File: config.mk
export PLATFORM = sky130hd
export DESIGN_NAME = cond_flag_unit
export DESIGN_NICKNAME = d
export VERILOG_FILES = /design/src/rtl/cond_pkg.sv /design/src/rtl/cond_eval.sv /design/src/rtl/cond_flag_unit.sv
export SDC_FILE = /design/constraint.sdc
export NUM_CORES = 1
export LEC_CHECK = 0
export ABC_AREA = 1
export CAP_MARGIN = 20
export CORE_MARGIN = 2
export CORE_UTILIZATION = 47
export CTS_CLUSTER_DIAMETER = 100
export DETAILED_ROUTE_END_ITERATION = 7
export PLACE_DENSITY = 0.81
export SLEW_MARGIN = 20
export SYNTH_ARGS = -nofsm -noshare
export SYNTH_HDL_FRONTEND = slang
export SYNTH_HIERARCHICAL = 1
export SYNTH_SLANG_ARGS = --single-unit
export TNS_END_PERCENT = 30
File: constraint.sdc
create_clock -name clk -period 2.6 [get_ports clk]
set_input_delay 0.26 -clock clk [delete_from_list [all_inputs] [get_ports clk]]
set_output_delay 0.26 -clock clk [all_outputs]
set_load 0.02 [all_outputs]
File: src/rtl/cond_pkg.sv
// rtl/cond_pkg.sv - condition code and flag types plus the ARM condition evaluator
package cond_pkg;

    typedef enum logic [3:0] {
        EQ = 4'h0, NE = 4'h1, CS = 4'h2, CC = 4'h3,
        MI = 4'h4, PL = 4'h5, VS = 4'h6, VC = 4'h7,
        HI = 4'h8, LS = 4'h9, GE = 4'hA, LT = 4'hB,
        GT = 4'hC, LE = 4'hD, AL = 4'hE, NV = 4'hF
    } cond_e;

    typedef struct packed {
        logic n;
        logic z;
        logic c;
        logic v;
    } nzcv_t;

    // NV is reserved and never executes.
    function automatic logic eval_cond(input cond_e cond, input nzcv_t f);
        logic r;
        case (cond)
            EQ:      r = f.z;
            NE:      r = ~f.z;
            CS:      r = f.c;
            CC:      r = ~f.c;
            MI:      r = f.n;
            PL:      r = ~f.n;
            VS:      r = f.v;
            VC:      r = ~f.v;
            HI:      r = f.c & ~f.z;
            LS:      r = ~f.c | f.z;
            GE:      r = (f.n == f.v);
            LT:      r = (f.n != f.v);
            GT:      r = ~f.z & (f.n == f.v);
            LE:      r = f.z | (f.n != f.v);
            AL:      r = 1'b1;
            default: r = 1'b0;
        endcase
        return r;
    endfunction

endpackage

File: src/rtl/cond_eval.sv
// rtl/cond_eval.sv - combinational condition evaluator on one NZCV context
module cond_eval
    import cond_pkg::*;
(
    input  logic [3:0] cond,
    input  logic [3:0] flags,
    output logic       cond_ex,
    output logic       cond_undef
);

    always_comb begin
        cond_ex    = eval_cond(cond_e'(cond), nzcv_t'(flags));
        cond_undef = (cond == NV);
    end

endmodule

File: src/rtl/cond_flag_unit.sv
// rtl/cond_flag_unit.sv - banked NZCV flags, condition execute and IT-block sequencer
module cond_flag_unit
    import cond_pkg::*;
#(
    parameter  int NUM_BANKS = 2,
    parameter  int IT_MAX    = 4,
    localparam int BW        = (NUM_BANKS > 1) ? $clog2(NUM_BANKS) : 1,
    localparam int CW        = $clog2(IT_MAX + 1)
) (
    input  logic              clk,
    input  logic              reset_n,
    input  logic              instr_valid,
    input  logic              stall,
    input  logic [3:0]        Cond,
    input  logic [3:0]        ALUFlags,
    input  logic [1:0]        FlagsWrite,
    input  logic [BW-1:0]     bank_sel,
    input  logic              flags_load,
    input  logic [3:0]        flags_load_val,
    input  logic              it_start,
    input  logic [3:0]        it_cond,
    input  logic [CW-1:0]     it_len,
    input  logic [IT_MAX-1:0] it_pattern,
    output logic              CondEx,
    output logic [3:0]        Flags,
    output logic              cond_undef,
    output logic              it_active,
    output logic [CW-1:0]     it_remaining,
    output logic              it_err
);

    logic [3:0]        bank_q [NUM_BANKS];
    logic [3:0]        bank_d [NUM_BANKS];
    logic              it_active_q, it_active_d;
    logic [CW-1:0]     it_rem_q, it_rem_d;
    logic [IT_MAX-1:0] it_pat_q, it_pat_d;
    logic [3:0]        it_cond_q, it_cond_d;
    logic              it_err_q, it_err_d;

    logic       adv;
    logic       bank_ok;
    logic [3:0] cur_flags;
    logic [3:0] eff_cond;
    logic       eval_ex;
    logic       len_ok;

    always_comb begin
        adv       = instr_valid & ~stall;
        bank_ok   = int'(bank_sel) < NUM_BANKS;
        cur_flags = bank_ok ? bank_q[bank_sel] : 4'b0000;
        eff_cond  = it_active_q ? (it_pat_q[0] ? it_cond_q : (it_cond_q ^ 4'b0001)) : Cond;
        len_ok    = (it_len != '0) && (int'(it_len) <= IT_MAX);
    end

    cond_eval u_eval (
        .cond       (eff_cond),
        .flags      (cur_flags),
        .cond_ex    (eval_ex),
        .cond_undef (cond_undef)
    );

    // The IT instruction itself always executes, whatever its own Cond field says.
    assign CondEx       = (it_start & ~it_active_q) | eval_ex;
    assign Flags        = cur_flags;
    assign it_active    = it_active_q;
    assign it_remaining = it_rem_q;
    assign it_err       = it_err_q;

    always_comb begin
        bank_d = bank_q;
        if (adv && bank_ok) begin
            if (flags_load) begin
                bank_d[bank_sel] = flags_load_val;
            end else if (CondEx) begin
                if (FlagsWrite[1]) bank_d[bank_sel][3:2] = ALUFlags[3:2];
                if (FlagsWrite[0]) bank_d[bank_sel][1:0] = ALUFlags[1:0];
            end
        end
    end

    // A rejected IT request leaves the sequencer exactly as it was.
    always_comb begin
        it_active_d = it_active_q;
        it_rem_d    = it_rem_q;
        it_pat_d    = it_pat_q;
        it_cond_d   = it_cond_q;
        it_err_d    = adv & it_start & (it_active_q | ~len_ok);
        if (adv) begin
            if (it_active_q) begin
                if (!it_start) begin
                    it_pat_d    = it_pat_q >> 1;
                    it_rem_d    = it_rem_q - CW'(1);
                    it_active_d = (it_rem_q != CW'(1));
                end
            end else if (it_start && len_ok) begin
                it_active_d = 1'b1;
                it_rem_d    = it_len;
                it_pat_d    = it_pattern;
                it_cond_d   = it_cond;
            end
        end
    end

    always_ff @(posedge clk) begin
        if (!reset_n) begin
            bank_q      <= '{default: 4'b0000};
            it_active_q <= 1'b0;
            it_rem_q    <= '0;
            it_pat_q    <= '0;
            it_cond_q   <= 4'b0000;
            it_err_q    <= 1'b0;
        end else begin
            bank_q      <= bank_d;
            it_active_q <= it_active_d;
            it_rem_q    <= it_rem_d;
            it_pat_q    <= it_pat_d;
            it_cond_q   <= it_cond_d;
            it_err_q    <= it_err_d;
        end
    end

endmodule

After elaboration in Yosys (flattened, before gate mapping):

Index checks and enable logic that the tools add are counted.

* add/sub/neg operators: 1
* reduce and logical (&&, ||, !) cells: 10
* equal/unequal tests: 19
* bitwise gates (word level): 19
* mux-type cells: 31
* order comparisons: 3

Operators with widths (count)
* 2-to-1 mux 8 bit: 7
* 2-to-1 mux 4 bit: 9
* == test 4 bit (second input constant): 8
* bitwise mux 8 bit: 3
* == test 4 x 3 -> 1 bit (second input constant): 4
* case mux 1 bit (15 select lines): 1
* demux 4 bit (select 1 bit): 3
* 2-to-1 mux 3 bit: 3
* == test 4 x 2 -> 1 bit (second input constant): 2
* inverter 1 bit: 8
* AND 1 bit: 6
* AND reduction 3 bit: 2
* == test 4 x 1 -> 1 bit (second input constant): 1
* logical NOT 4 bit: 1
* 2-to-1 mux 1 bit: 4
* bitwise OR 1 bit: 4
* nonzero test 2 bit: 2
* less-or-equal comparator 3 bit (second input constant): 1
* logical AND 1 bit: 3
* != test 3 x 1 -> 1 bit (second input constant): 1
* nonzero test 3 bit: 1
* subtractor 3 x 1 -> 3 bit (second input constant): 1
* >= comparator 2 bit (second input constant): 1
* less-than comparator 2 x 1 -> 1 bit (second input constant): 1
* 6 further kinds: 6

* output and inout bits: 11
* logic and storage cells: 90
* register bits after elaboration: 21
* input bits: 32

Longest topological paths before layout:

Gate-level depths: netlist of run 1.

* word-level depth: 15
* mapped depth: 19
* depth with buffers taken out: 17

By module:

The synthesis of run 1 kept the hierarchy.

Modules (own cells, without submodules)
* cond_flag_unit: cells each 204, area an instance 1268.7 sq um, sequential area each 420.4 sq um, times used 1
* cond_eval: cells each 53, area an instance 215.2 sq um, sequential area each 0.0 sq um, times used 1

Worst setup path after synthesis of run 1:

Ideal clock, no wire load.

* path kind: flip-flop to flip-flop
* from: register it_active_q (netlist: it_active)
* to: register bank_q[4] in the netlist's numbering
* period minus slack after synthesis: 2.312 ns
* stages on the path, launching flop included: 18
* path buffers: 2
* slack: 0.288 ns
* data arrival time: 2.199 ns
* library setup time: 0.113 ns
* required time: 2.487 ns
* cells stage by stage: dfxtp_1 -> buf_4 -> inv_2 -> buf_2 -> o21ai_0 -> inv_1 -> nor2_1 -> nand2_1 -> nand2_1 -> nand2_1 -> nand3_1 -> nor2_1 -> nand2_1 -> inv_1 -> o211ai_2 -> nand3_1 -> nor2_1 -> nor2_1

* longest elaborated chain between the ends: 6
* elaborated cells between the ends (all ways): 22
* classes of those cells: 14 x eq/ne; 2 x mux; 3 x bitwise; 3 x reduce/logical

RTL lines
* start, declared: line cond_flag_unit.sv:34 `logic it_active_q, it_active_d;`
* start signal, assigned: line cond_flag_unit.sv:114 `it_active_q <= it_active_d;`
* 2-to-1 mux 4 bit (*): line cond_flag_unit.sv:51 `eff_cond = it_active_q ? (it_pat_q[0] ? it_cond_q : (it_cond_q ^ 4'b0001)) : Cond;`
* net eff_cond[0]: line cond_flag_unit.sv:43 `logic [3:0] eff_cond;`
* == test 4 bit, or another cell as far along: line cond_pkg.sv:21 `case (cond)`
* case mux 1 bit (15 select lines) (*): line cond_pkg.sv:21
* net eval_ex: line cond_flag_unit.sv:44 `logic eval_ex;`
* bitwise OR 1 bit (*): line cond_flag_unit.sv:63 `assign CondEx = (it_start & ~it_active_q) | eval_ex;`
* nonzero test 2 bit (no source line) (*)
* AND reduction 2 bit (no source line) (*)
* end signal, assigned: line cond_flag_unit.sv:113 `bank_q <= bank_d;`
* end, declared: line cond_flag_unit.sv:32 `logic [3:0] bank_q [NUM_BANKS];`

Mark *: on every way through the listed nets, which the timed path passes. The rest lies on a longest branch.
A chain may end at the register's enable or synchronous reset.

Worst setup path in the final report of run 1:

* from: register it_active_q (netlist: it_active)
* to: output CondEx

* longest elaborated chain between the ends: 4
* elaborated cells between the ends (all ways): 20
* classes of those cells: 14 x eq/ne; 2 x mux; 3 x bitwise; 1 x reduce/logical

RTL lines
* 2-to-1 mux 4 bit (*): line cond_flag_unit.sv:51
* net eff_cond[2]: line cond_flag_unit.sv:43
* == test 4 bit, or another cell as far along: line cond_pkg.sv:21
* case mux 1 bit (15 select lines) (*): line cond_pkg.sv:21
* net eval_ex: line cond_flag_unit.sv:44
* bitwise OR 1 bit (*): line cond_flag_unit.sv:63
* end, declared: line cond_flag_unit.sv:24 `output logic CondEx,`

Marked as above.

==> impl_metrics.env, run 1 <==
export IMPL_status="finished, final reports clean"
export IMPL_postSynthCellCount=257
export IMPL_dp_hpwl_um=2580
export IMPL_synth_mux_area_share_pct=0
export IMPL_synth_edff_count=0
export IMPL_synth_compound_area_share_pct=11.0
export IMPL_drive_above_1_share_pct=7.28
export IMPL_antennaDiodeCount=0
export IMPL_seq_area_frac_synth_pct=28.3
export IMPL_die_width_um=60.2
export IMPL_syn_area_per_cell_um2=5.77
export IMPL_wirelength_met1_um=1630
export IMPL_cp_arrival_ps=2030
export IMPL_grt_pass1_wl_um=5390
export IMPL_cpMaxStageDelayCell="dfxtp_1"
export IMPL_sw_frac_of_total_pct=31.8
export IMPL_cts_resized=3
export IMPL_postRouteWirelength_um=3310
export IMPL_synth_top_family_by_area="simple AND/OR/NAND/NOR gates"
export IMPL_fin_crit_ps=2290
export IMPL_grt_max_degree=22
export IMPL_numCtsBuffers=3
export IMPL_area_delta_synth_final_pct=33.5
export IMPL_cts_buffer_depth=2
export IMPL_io_buffers=42
export IMPL_viasPerCell=4.66
export IMPL_vias=1612
export IMPL_synth_top_flop_cell="dfxtp_1"
export IMPL_cts_clk_slew_worst_paths_ps=130
export IMPL_top_layer_used="met4"
export IMPL_power_clock_fraction_pct=22.5
export IMPL_switchingPower_uw=235
export IMPL_synth_xor_area_share_pct=0.590
export IMPL_grt_overflow=0
export IMPL_skew_ps=0.850
export IMPL_seq_area_um2=420
export IMPL_fp_row_count=20
export IMPL_hold_viol=0
export IMPL_cp_max_fo=12
export IMPL_cp_end_kind="output pin"
export IMPL_num_io_pins=43
export IMPL_wl_per_cell_um=9.57
export IMPL_place_area_mm2=0.00195
export IMPL_power_density_mw_per_mm2=373
export IMPL_timing_fmax_mhz=438
export IMPL_worstMarginPinSlew_ps=735
export IMPL_grt_total_usage_pct=19.3
export IMPL_cts_tree="done"
export IMPL_p_total_uw=738
export IMPL_p_comb_share_pct=30.9
export IMPL_synth_nets=291
export IMPL_multi_input_area_um2=850
export IMPL_synth_simple_gate_area_share_pct=43.9
export IMPL_hold_buffers=0
export IMPL_stdcell_area_mm2=0.00198
export IMPL_gp_congestion=0.878
export IMPL_cts_root_buf="clkbuf_4"
export IMPL_cp_common_cell="nand2_1"
export IMPL_rsz0062_at_grt="no"
export IMPL_ys_types=26
export IMPL_path_cells="buf_4 -> nand2_1 -> nand2_1 -> nand2_1 -> a21oi_2 -> nand2_1 -> nand2_1 -> nand2_1 -> nor2_1 -> nand2_1 -> inv_1 -> o21ai_0 -> clkbuf_2"
export IMPL_hold_class="reg -> reg"
export IMPL_initial_core_util_pct=49.0
export IMPL_htreeDepth=1
export IMPL_fin_crit_sh_pct=87.9
export IMPL_min_from="it_cond_q[2]"
export IMPL_met2_length_um=1530
export IMPL_wl_met3_um=124
export IMPL_insertion_delay_ps=310
export IMPL_ant_nets=0
export IMPL_post_cts_buffers=0
export IMPL_nets=337
export IMPL_synth_area_mm2=0.00148
export IMPL_firstDrtPassIters=4
export IMPL_synthAdderAreaFrac_pct=1.69
export IMPL_critPathKind="reg -> out"
export IMPL_dieArea_mm2=0.00362
export IMPL_crit_start="it_active"
export IMPL_setup_viol=0
export IMPL_die_y_um=60.2
export IMPL_fp_coreArea_mm2=0.00303
export IMPL_fin_setup_tns_ps=0
export IMPL_max_slew_margin_pct=50.8
export IMPL_yosysWarnings=6
export IMPL_drv_slew=0
export IMPL_required_ps=2340
export IMPL_max_stage_delay_ps=370
export IMPL_ir_drop_uv=273
export IMPL_synth_seq_cells=21
export IMPL_r2r_start="it_active"
export IMPL_power_internal_uw=503
export IMPL_clock_sinks=21
export IMPL_seqPwrFrac_pct=46.5
export IMPL_p_leak_nw=0.980
export IMPL_drc_errors=0
export IMPL_grt_pass1_vias=1304
export IMPL_async_reset_ff_share_pct=0
export IMPL_antenna_found_initial=0
export IMPL_worst_setup_path_start_kind="flip-flop"
export IMPL_drt_initial_drc_count=98
export IMPL_cap_viol_max_count=0
export IMPL_fillers=306
[stage by stage]
step                worst slack (ps)  hold WS (ps)  utilization, %  std cells
detailed placement              -290           472            64.5        342
floorplan                        288           413               -        257
finish                           315           498            65.4        346
global route                     119           533            65.4        346
global placement                -140           467            64.5        342
CTS                             50.7           500            65.5        346
[power groups by stage]
stage	Sequential [mW]	Combinational, mW	Clock [mW]
4_1_cts	0.344	0.229	0.172
2_1_floorplan	0.353	0.130	0
3_5_place_dp	0.351	0.229	0
3_3_place_gp	0.350	0.228	0
5_1_grt	0.345	0.255	0.185
6_report	0.344	0.228	0.166
[critical path, delay by kind of cell (launching register included)]
kind	cells	cell delay, ps
AO/OA/AOI/OAI	2	260
flip-flops	1	370
AND/OR/NAND/NOR	8	650
buffers and inverters	3	450
[area by class of cell]
class	count	area share [%]
Multi-Input combinational cell	188	42.9
Timing Repair Buffer	49	23.8
Tap cell	44	2.78
Sequential cell	21	21.2
Inverter	40	7.83
Clock buffer	3	1.14
Clock inverter	1	0.379
[kinds of logic (layout without fill, tap and decap cells)]
group / after synthesis / after routing
AOI/OAI and AO/OA: 30 / 30
buffers and inverters: 48 / 93
and+or+nand+nor: 155 / 155
adders and majority gates: 2 / 2
DFF: 21 / 21
xor gates and xnor gates: 1 / 1
[routing by layer]
metal  vias to the layer above  global-route usage (%)
met2                        30                    30.7
met5                         -                       0
met1                       701                    26.8
met3                         2                    2.60
li1                        879                       -
met4                         0                    5.71
[final timing paths]
check,end,slack (ps),depth (start not counted)
worst min register to register,it_cond_q[2],500,2
worst max-delay path,CondEx,310,13
worst max register to register,bank_q[6],450,18
worst min-delay path,it_cond_q[2],500,2
[flip-flops by register name, summed over array words and instances (netlist names)]
name and flops:
it_pat_q 4, it_remaining 3, it_active 1, bank_q 8, it_cond_q 4, it_err 1
[cells in the mapped netlist, types with 2 or more instances]
cell type	instances	area (um^2)
inv_2	2	7.51
ha_1	2	25.0
nand2_1	78	293
a21oi_1	9	45.0
nand3_1	21	105
nor2_1	46	173
buf_4	3	22.5
and2_1	2	12.5
nand4_1	2	12.5
inv_1	37	139
buf_6	2	22.5
dfxtp_1	21	420
buf_2	2	10.0
o21ai_0	18	90.1
[layout by cell type, fill, tap and decap left out, types with 3 or more instances in the layout]
cell | netlist | routed
nor2_1 | 46 | 46
nand2_1 | 78 | 78
o21ai_0 | 18 | 15
nand3_1 | 21 | 21
buf_4 | 3 | 7
clkdlybuf4s50_1 | 0 | 40
inv_1 | 37 | 37
a21oi_1 | 9 | 9
o21ai_1 | 0 | 3
dfxtp_1 | 21 | 21
clkbuf_4 | 0 | 3
Note: power is estimated with default switching activity, not from simulation.
==> run 2, diff against run 1 <==
- CORE_UTILIZATION: 47 -> 50
- PLACE_DENSITY: 0.81 -> 0.86
- clock period: 2.6 -> 2.71 ns (I/O delays scaled with it)
==> impl_metrics.env, run 2 (synthesis results as in run 1) <==
export IMPL_drt_initial_drc_count=68
export IMPL_vias=1620
export IMPL_io_buffers=42
export IMPL_cts_tree="done"
export IMPL_postRouteWirelength_um=3450
export IMPL_numCtsBuffers=3
export IMPL_cp_common_cell="nand2_1"
export IMPL_grt_max_degree=22
export IMPL_cp_num_buf_inv=3
export IMPL_gp_congestion=0.920
export IMPL_cp_arrival_ps=2190
export IMPL_cts_root_buf="clkbuf_4"
export IMPL_regMostFlops="bank_q"
export IMPL_p_comb_share_pct=30.8
export IMPL_grt_pass1_vias=1387
export IMPL_antennaDiodeCount=0
export IMPL_fin_crit_sh_pct=90.8
export IMPL_cp_max_fo=4
export IMPL_area_delta_synth_final_pct=31.9
export IMPL_cap_viol_max_count=0
export IMPL_p_leak_nw=0.977
export IMPL_wl_per_cell_um=10.4
export IMPL_die_width_um=58.5
export IMPL_num_io_pins=43
export IMPL_htreeDepth=1
export IMPL_grt_total_usage_pct=21.1
export IMPL_rsz0062_at_grt="no"
export IMPL_setup_viol=0
export IMPL_fp_row_count=19
export IMPL_largest_reg_flops=8
export IMPL_status="finished, final reports clean"
export IMPL_hold_viol=0
export IMPL_drv_slew=0
export IMPL_max_slew_margin_pct=50.0
export IMPL_clock_sinks=21
export IMPL_nets=336
export IMPL_worst_setup_path_start_kind="flip-flop"
export IMPL_fin_crit_ps=2460
export IMPL_worstMarginPinSlew_ps=748
export IMPL_initial_core_util_pct=53.4
export IMPL_fin_setup_tns_ps=0
export IMPL_most_common_layout_cells="nand2_1 (78), nor2_1 (46), clkdlybuf4s50_1 (40)"
export IMPL_cts_clk_slew_worst_paths_ps=120
export IMPL_antenna_found_initial=0
export IMPL_seqPwrFrac_pct=47.0
export IMPL_crit_family="buffers and inverters"
export IMPL_top_regs="bank_q x8, it_cond_q x4, it_pat_q x4"
export IMPL_ant_nets=0
export IMPL_firstDrtPassIters=4
export IMPL_cpMaxStageDelayCell="dlygate4sd2_1"
export IMPL_dieArea_mm2=0.00342
export IMPL_fp_coreArea_mm2=0.00278
export IMPL_cts_buffer_depth=2
export IMPL_rrSetupSlack_ps=610
export IMPL_max_stage_delay_ps=360
export IMPL_p_total_uw=701
export IMPL_drive_above_1_share_pct=6.31
export IMPL_switchingPower_uw=220
export IMPL_drc_errors=0
export IMPL_timing_fmax_mhz=406
export IMPL_ir_drop_uv=345
export IMPL_cp_end_kind="output pin"
export IMPL_path_cells="xor2_1 -> o21ai_0 -> inv_1 -> nor2_1 -> nand2_1 -> nand2_1 -> nand2_1 -> nand3_1 -> nor2_1 -> nand2_1 -> inv_1 -> o21ai_0 -> dlygate4sd2_1"
export IMPL_dp_hpwl_um=2710
export IMPL_insertion_delay_ps=300
export IMPL_grt_pass1_wl_um=5610
export IMPL_skew_ps=2.43
export IMPL_sw_frac_of_total_pct=31.4
export IMPL_final_common_cell="nand2_1"
export IMPL_viasPerCell=4.88
export IMPL_die_y_um=58.5
export IMPL_hold_class="reg -> reg"
export IMPL_critPathKind="reg -> out"
export IMPL_grt_overflow=0
export IMPL_required_ps=2440
export IMPL_power_internal_uw=481
export IMPL_power_density_mw_per_mm2=358
export IMPL_power_clock_fraction_pct=22.1
==> run 2: timing repair <==
item	CTS	global route
pin swaps	0	0
setup buffers	0	0
hold buffers	0	0
setup endpoints to repair	1	1
resized for setup	4	1
==> run 2: power by group through the flow <==
stage / Sequential, mW / Combinational (mW) / Clock (mW)
detailed placement: 0.337 / 0.216 / 0
finish: 0.330 / 0.216 / 0.155
floorplan: 0.339 / 0.124 / 0
CTS: 0.330 / 0.216 / 0.154
global placement: 0.336 / 0.213 / 0
global route: 0.331 / 0.243 / 0.165
==> run 2: area by class of cell <==
| class | count | area (um^2) |
|---|---|---|
| clock buffer | 4 | 26.3 |
| fill | 253 | 825 |
| inverter | 40 | 155 |
| multi-input combinational | 188 | 850 |
| sequential | 21 | 420 |
| tap | 31 | 38.8 |
| timing repair buffer | 48 | 467 |
==> run 2: final timing paths <==
path | to | cells after the start | startpoint
setup reg to reg | bank_q[7] | 16 | it_cond_q[0]
setup / recovery | CondEx | 13 | it_cond_q[0]
hold / removal | it_cond_q[2] | 2 | it_cond_q[2]
hold reg to reg | it_cond_q[2] | 2 | it_cond_q[2]
==> run 2: routing by layer <==
metal | vias to the layer above | global-route usage (%) | wire length, um
li1 | 880 | - | -
met1 | 705 | 25.8 | 1600
met2 | 33 | 36.6 | 1650
met3 | 2 | 5.05 | 180
met4 | 0 | 6.31 | 27
met5 | - | 0 | 0
==> run 2: worst register-to-register path, stage by stage (launching register included) <==
cell	delay, ps
dfxtp_1	340
xor2_1	150
o21ai_0	260
inv_1	140
nor2_1	160
nand2_1	80
nand2_1	60
nand2_1	50
nand3_1	60
nor2_1	50
nand2_1	70
inv_1	50
o211ai_2	130
nand3_1	210
nand2_1	100
nand2_1	50
nor2_1	100
==> run 2: per-stage QoR <==
stage	hold slack, ps	setup WS, ps	cell area [um^2]	utilization, %	instances
2_1_floorplan	424	398	1480	-	257
3_3_place_gp	471	-29.9	1930	69.4	328
3_5_place_dp	483	-91.8	1930	69.4	328
4_1_cts	510	236	1950	70.3	332
5_1_grt	544	19.4	1960	70.4	332
6_report	504	249	1960	70.4	332
==> run 3, diff against run 2 <==
- REMOVE_ABC_BUFFERS: default -> 1
==> impl_metrics.env, run 3 (synthesis results as in run 1) <==
export IMPL_status="finished, final reports clean"
export IMPL_wl_per_cell_um=9.68
export IMPL_clock_sinks=21
export IMPL_grt_max_degree=22
export IMPL_numCtsBuffers=3
export IMPL_final_common_cell="nand2_1"
export IMPL_regMostFlops="bank_q"
export IMPL_cts_tree="done"
export IMPL_most_common_layout_cells="nand2_1 (78), nor2_1 (46), clkdlybuf4s50_1 (40)"
export IMPL_drc_errors=0
export IMPL_p_total_uw=696
export IMPL_timing_fmax_mhz=412
export IMPL_sw_frac_of_total_pct=31.4
export IMPL_max_slew_margin_pct=52.1
export IMPL_area_delta_synth_final_pct=30.9
export IMPL_die_width_um=58.5
export IMPL_fp_coreArea_mm2=0.00278
export IMPL_drt_initial_drc_count=73
export IMPL_grt_total_usage_pct=21.1
export IMPL_setup_viol=0
export IMPL_drv_slew=0
export IMPL_critPathKind="reg -> out"
export IMPL_seqPwrFrac_pct=47.4
export IMPL_dieArea_mm2=0.00342
export IMPL_p_comb_share_pct=30.6
export IMPL_firstDrtPassIters=4
export IMPL_cts_buffer_depth=2
export IMPL_die_y_um=58.5
export IMPL_power_internal_uw=477
export IMPL_drive_above_1_share_pct=6.02
export IMPL_dp_hpwl_um=2480
export IMPL_nets=334
export IMPL_fp_row_count=19
export IMPL_grt_pass1_vias=1363
export IMPL_power_density_mw_per_mm2=358
export IMPL_fillers=254
export IMPL_gp_congestion=0.879
export IMPL_cp_max_fo=15
export IMPL_skew_ps=0.771
export IMPL_cp_end_kind="output pin"
export IMPL_ir_drop_uv=334
export IMPL_ant_nets=0
export IMPL_cap_viol_max_count=0
export IMPL_cts_root_buf="clkbuf_4"
export IMPL_switchingPower_uw=218
export IMPL_antennaDiodeCount=0
export IMPL_cts_clk_slew_worst_paths_ps=120
export IMPL_worst_setup_path_start_kind="flip-flop"
export IMPL_post_cts_buffers=0
export IMPL_hold_viol=0
export IMPL_cp_arrival_ps=2160
export IMPL_insertion_delay_ps=300
export IMPL_initial_core_util_pct=53.4
export IMPL_io_buffers=42
export IMPL_grt_pass1_wl_um=5730
export IMPL_fin_crit_ps=2430
export IMPL_p_leak_nw=0.970
export IMPL_htreeDepth=1
export IMPL_largest_reg_flops=8
export IMPL_postRouteWirelength_um=3200
export IMPL_hold_class="reg -> reg"
export IMPL_top_regs="bank_q x8, it_cond_q x4, it_pat_q x4"
export IMPL_required_ps=2440
export IMPL_vias=1585
export IMPL_antenna_found_initial=0
export IMPL_fin_crit_sh_pct=89.6
export IMPL_hold_ws_ps=497
export IMPL_grt_overflow=0
export IMPL_viasPerCell=4.80
export IMPL_num_io_pins=43
export IMPL_worstMarginPinSlew_ps=716
export IMPL_power_clock_fraction_pct=22.0
export IMPL_rsz0062_at_grt="no"
==> run 3: cell count changes in the layout (fill, tap and decap cells not counted) <==
cell	previous run	this run
buf_4	6	4
clkbuf_1	1	0
clkinv_2	0	1
o21ai_0	15	13
o21ai_1	3	5
==> run 3: final timing paths <==
path	startpoint	to	slack (ps)	cells past startpoint
worst max-delay path	it_active	CondEx	280	14
worst min-delay path	it_cond_q[3]	it_cond_q[3]	500	2
worst max register to register	it_active	bank_q[7]	650	16
worst min register to register	it_cond_q[3]	it_cond_q[3]	500	2
==> run 3: metrics by stage <==
step	cell area, um^2	TNS [ps]	utilization [%]	setup slack, ps	instances
3_5_place_dp	1910	-89.2	68.8	-89.2	326
4_1_cts	1940	0	69.8	219	330
3_3_place_gp	1910	-40.0	68.8	-40.0	326
2_1_floorplan	1430	0	-	428	249
5_1_grt	1940	0	69.9	23.0	330
6_report	1940	0	69.9	281	330
==> run 3: power groups by stage <==
stage	registers [mW]	clock network (mW)	logic (mW)
floorplan	0.340	0	0.113
global placement	0.336	0	0.211
detailed placement	0.336	0	0.213
CTS	0.330	0.157	0.213
global route	0.331	0.173	0.243
finish	0.330	0.153	0.213
==> run 3: area by class of cell <==
class / instances / area (um^2) / share of cell area (%)
Multi-Input combinational cell: 188 / 850 / 43.7
Timing Repair Buffer: 46 / 452 / 23.2
Tap cell: 31 / 38.8 / 2.00
Clock buffer: 3 / 22.5 / 1.16
Inverter: 40 / 155 / 7.98
Clock inverter: 1 / 5.00 / 0.258
Sequential cell: 21 / 420 / 21.6
==> run 3: critical path, cell delays in order, from the launching register on <==
cell	delay (ps)
dfxtp_1	340
inv_2	180
nand2_1	70
o21ai_1	140
inv_1	120
nor2_1	170
nand2_1	70
nand2_1	60
nand2_1	50
nand3_1	60
nor2_1	50
nand2_1	70
inv_1	60
o21ai_0	60
dlygate4sd2_1	360
==> run 3: routing by layer <==
metal  GRT usage [%]  wire length [um]
met3            2.64               180
met5               0                 0
met2            33.5              1410
met1            29.5              1590
met4            6.98                17
==> run 3: what timing repair did <==
action	in CTS	in global routing
endpoints found under the hold margin	0	0
hold buffers	0	0
setup endpoints to repair	1	1
gates resized for setup	6	1
